$ cat config.mk
export PLATFORM = sky130hd
export DESIGN_NAME = arb_mux
export DESIGN_NICKNAME = d
export VERILOG_FILES = /design/src/rtl/arb_mux.sv
export SDC_FILE = /design/constraint.sdc
export NUM_CORES = 1
export LEC_CHECK = 0
export CORE_MARGIN = 2
export CORE_UTILIZATION = 36
export CTS_CLUSTER_SIZE = 30
export DETAILED_ROUTE_END_ITERATION = 10
export PLACE_DENSITY = 0.77
export SYNTH_ARGS = -nofsm -noshare
export SYNTH_HDL_FRONTEND = slang
export SYNTH_SLANG_ARGS = --single-unit
$ cat constraint.sdc
create_clock -name clk -period 2.3 [get_ports clk]
set_input_delay 0.46 -clock clk [delete_from_list [all_inputs] [get_ports clk]]
set_output_delay 0.46 -clock clk [all_outputs]
set_load 0.02 [all_outputs]
$ cat src/rtl/arb_mux.sv
// arb_mux: N-channel packet-aware mux with direct/round-robin select and a single registered output stage.
module arb_mux #(
  parameter int WIDTH = 8,
  parameter int CHANNELS = 4,
  localparam int SELW = $clog2(CHANNELS)
) (
  input  logic                      clk,
  input  logic                      rst,
  input  logic                      mode,
  input  logic [SELW-1:0]           sel,
  input  logic [CHANNELS*WIDTH-1:0] in_data,
  input  logic [CHANNELS-1:0]       in_valid,
  input  logic [CHANNELS-1:0]       in_last,
  output logic [CHANNELS-1:0]       in_ready,
  output logic [WIDTH-1:0]          out_data,
  output logic                      out_last,
  output logic [SELW-1:0]           out_chan,
  output logic                      out_valid,
  input  logic                      out_ready
);
  typedef enum logic {IDLE, LOCKED} state_t;
  state_t state;
  logic [SELW-1:0] lockChan, ptr, rrGrant, grant, idx;
  logic loadEn, xfer;
  logic [WIDTH-1:0] selData;
  always_comb begin
    rrGrant = ptr;
    idx = ptr;
    // walk downward so the last hit is the nearest channel after ptr
    for (int i = CHANNELS; i >= 1; i--) begin
      idx = ptr + SELW'(i);
      rrGrant = in_valid[idx] ? idx : rrGrant;
    end
  end
  assign grant = (state == LOCKED) ? lockChan : mode ? rrGrant : sel;
  assign loadEn = !out_valid || out_ready;
  assign xfer = !rst && loadEn && in_valid[grant];
  assign in_ready = xfer ? (CHANNELS'(1) << grant) : '0;
  assign selData = in_data[grant*WIDTH +: WIDTH];
  always_ff @(posedge clk or posedge rst) begin
    if (rst) begin
      out_data <= '0;
      out_last <= 1'b0;
      out_chan <= '0;
      out_valid <= 1'b0;
      state <= IDLE;
      lockChan <= '0;
      ptr <= SELW'(CHANNELS - 1);
    end else if (xfer) begin
      out_data <= selData;
      out_last <= in_last[grant];
      out_chan <= grant;
      out_valid <= 1'b1;
      if (in_last[grant]) begin
        state <= IDLE;
        ptr <= grant;
      end else begin
        state <= LOCKED;
        lockChan <= grant;
      end
    end else if (out_ready) begin
      out_valid <= 1'b0;
    end
  end
endmodule

==> run metrics <==
Initial Utilization 37.6%; Post-layout nets 255; outcome finished with violations; internal cell power 0.00160 W; setup violators final 18; top-area cell type share of the netlist area 29.7%; top-count cell post-synth dfrtp_1; clk_skew 0.0177 ns; clock slew at reported path FFs 0.11 ns; Clock Path Buffers 2; violated checks setup timing; largest net degree at the start of global routing 27; Antenna Cells 0; worst-margin pin slew 0.368 ns; Seq pwr share 22.1%; Pwr Total 0.00264 W; area delta synth->final 73.9%; half-perimeter wire length after placement 3.03 mm; total wire length 3.98 mm; yosys warns 0; CP Class reg -> out; port bufs 61; crit path DAT 1.95 ns; vias in the first global route 1392; Final Hold Viols 0; fin cells 254; GP Congestion 0.957; Final WS setup -0.112 ns; min cycle time layout 2.41 ns; P per Cell Area 1200 mW/mm^2; Post-Synthesis Net Count 168; R2R cell count 8; Comb pwr share 72.0%; worst-path fanout max 4; DR vias 1318; drt first pass iters 4; delay-heaviest family, CP flip-flops; Synth area leaders dfrtp_1 30%, mux2_4 9.5%, mux2i_1 7.1%; IO Pins 62; Critical Path End Type output pin; dominant cell type by area after synthesis dfrtp_1; CTS tree built; synthesis-stage register bit count 17; GRT overflow 0; DR WL/cell 15.7 um; hold_buf cts 0; Unique masters post-synth 37; initial antenna violation count 0; fin crit share 105%; Avg Cell Area, Syn 10.4 um^2; max cap viols 0; clk sinks 17; clock share of power 6.0%; top cells by count, synth 15 x dfrtp_1, 10 x nor2b_1, 9 x mux2i_1; crit-path cells nor2b_4 -> o211a_1 -> o31a_1 -> nand2b_4 -> nor2_4 -> buf_6; CP max stage delay 0.60 ns; core area 0.00336 mm^2; CP required 1.84 ns; DRT iter0 DRCs 52; unrepaired setup endpoints after global routing true; r2r startpoint ptr[0]; VDD IR max 863 uV; R2R Setup Slk -0.09 ns; sequential fraction of the synthesis area 33.8%; Total GRT Usage 20.2%; most common flop cell mapped by yosys dfrtp_1; Switch Pwr 0.00105 W; LEAKAGE 0.981 nW; Die X 63.3 um; Sw Ratio 39.6%; Site Rows 21; Synth Instances 122; first-pass GRT wire length 6.47 mm; # DRC 0; Inst Count DP 246; die height 63.3 um; CTS root buffer clkbuf_4; drt via density 5.19; Worst setup SP type flip-flop; fin. max-slew vios 0; # H-tree levels 1; synthesized area 0.00126 mm^2; number of buffers and inverters on the critical path 1; worst r2r dst lockChan[1]; layout cells sized above 1 31.3%; FMAX 0.415 GHz; worst skew pair latency 0.29 ns; Critical-path top delay cell dfstp_2; TritonCTS buffer count 3; die footprint 0.00400 mm^2; FILL cells 291; Post-synth ARST share 100%; max_slew headroom 75.1%; class of the worst hold path in -> async; Final ANT Viol Nets 0; number of synthesized flops with an enable pin 0
==> layout make-up <==
| type | count | area, um^2 | share of cell area, % |
|---|---|---|---|
| timing repair buffer | 89 | 850 | 38.6 |
| multi-input combinational | 92 | 815 | 37.0 |
| sequential | 17 | 428 | 19.5 |
| tap | 46 | 57.6 | 2.62 |
| clock buffer | 3 | 22.5 | 1.02 |
| inverter | 6 | 22.5 | 1.02 |
| clock inverter | 1 | 5.00 | 0.228 |
==> layout by cell type (no fill, tap or decap), drive strengths merged <==
| cell | n |
|---|---|
| mux2i | 10 |
| a21bo | 1 |
| dlygate4sd2 | 5 |
| nor2b | 11 |
| nor2 | 8 |
| and2 | 1 |
| nand2 | 1 |
| a21oi | 9 |
| dfstp | 2 |
| clkdlybuf4s50 | 52 |
| o21ai | 3 |
| nor3 | 1 |
| a222oi | 2 |
| mux2 | 15 |
| a21o | 2 |
| dfrtp | 15 |
| nand3 | 4 |
| o21bai | 2 |
| o31a | 2 |
| a211oi | 8 |
| o21a | 1 |
| buf | 32 |
| nand2b | 4 |
| o2111ai | 2 |
| clkbuf | 3 |
| inv | 6 |
| a211o | 1 |
| clkinv | 1 |
| o311ai | 2 |
| o211a | 2 |
==> logic make-up after synthesis <==
kind of cell,Yosys count,synth area share (%)
flops,17,33.8
simple gates,30,13.4
mux,25,24.6
buf+inv,13,6.33
compound gates,37,21.9
==> worst max path at each step <==
stage / start / endpoint / slack [ns] / depth (start not counted)
after floorplan: ptr[0] / in_ready[3] / 0.01 / 7
after global placement: in_valid[3] / in_ready[0] / -0.63 / 7
after detailed placement: in_valid[1] / in_ready[1] / -0.69 / 7
after CTS: ptr[0] / in_ready[0] / -0.08 / 6
after global routing: ptr[0] / out_data[1] / -0.16 / 9
final: ptr[0] / in_ready[1] / -0.11 / 6
==> metrics by stage <==
| stage | TNS [ns] | util (%) | setup slack (ns) | hold slack [ns] | instance area, um^2 |
|---|---|---|---|---|---|
| after floorplan | 0 | - | 0.0144 | 0.393 | 1270 |
| after global placement | -9.86 | 61.2 | -0.625 | 0.478 | 2060 |
| after detailed placement | -11.19 | 61.2 | -0.686 | 0.496 | 2060 |
| after CTS | -0.295 | 64.5 | -0.0812 | 0.497 | 2170 |
| after global routing | -2.62 | 65.4 | -0.163 | 0.523 | 2200 |
| final | -1.23 | 65.4 | -0.112 | 0.499 | 2200 |
==> worst register-to-register path, cell delays in order (launching register included) <==
cell and delay (ns):
dfstp_2 0.60, nor2b_4 0.06, o211a_1 0.24, buf_4 0.14, nor3_1 0.31, a222oi_1 0.17
mux2i_1 0.21, o21bai_4 0.18, mux2_2 0.35
==> power groups by stage <==
| stage | clock network, W | logic (W) | registers [W] |
|---|---|---|---|
| after floorplan | 0 | 0.00102 | 0.000703 |
| after detailed placement | 0 | 0.00170 | 0.000588 |
| after global routing | 0.000176 | 0.00204 | 0.000603 |
| after CTS | 0.000169 | 0.00185 | 0.000585 |
| final | 0.000158 | 0.00190 | 0.000584 |
| after global placement | 0 | 0.00166 | 0.000578 |
==> per-layer routing <==
metal | routed length, um | global-route usage (%)
met5 | 0 | 0
met3 | 137 | 3.04
met1 | 1500 | 22.9
met2 | 2270 | 38.8
met4 | 76 | 5.43
==> registers in the layout (all words and copies together) (netlist names) <==
register and flops:
lockChan 2, ptr 2, out_data 8, out_last 1
out_valid 1, state 1, out_chan 2
==> timing repair <==
item / in CTS / in global routing
endpoints found under the setup margin: 20 / 19
setup buffers: 5 / 0
gates resized for setup: 43 / 8
pin swaps: 6 / 2
Power figures use the tool's default switching activity.
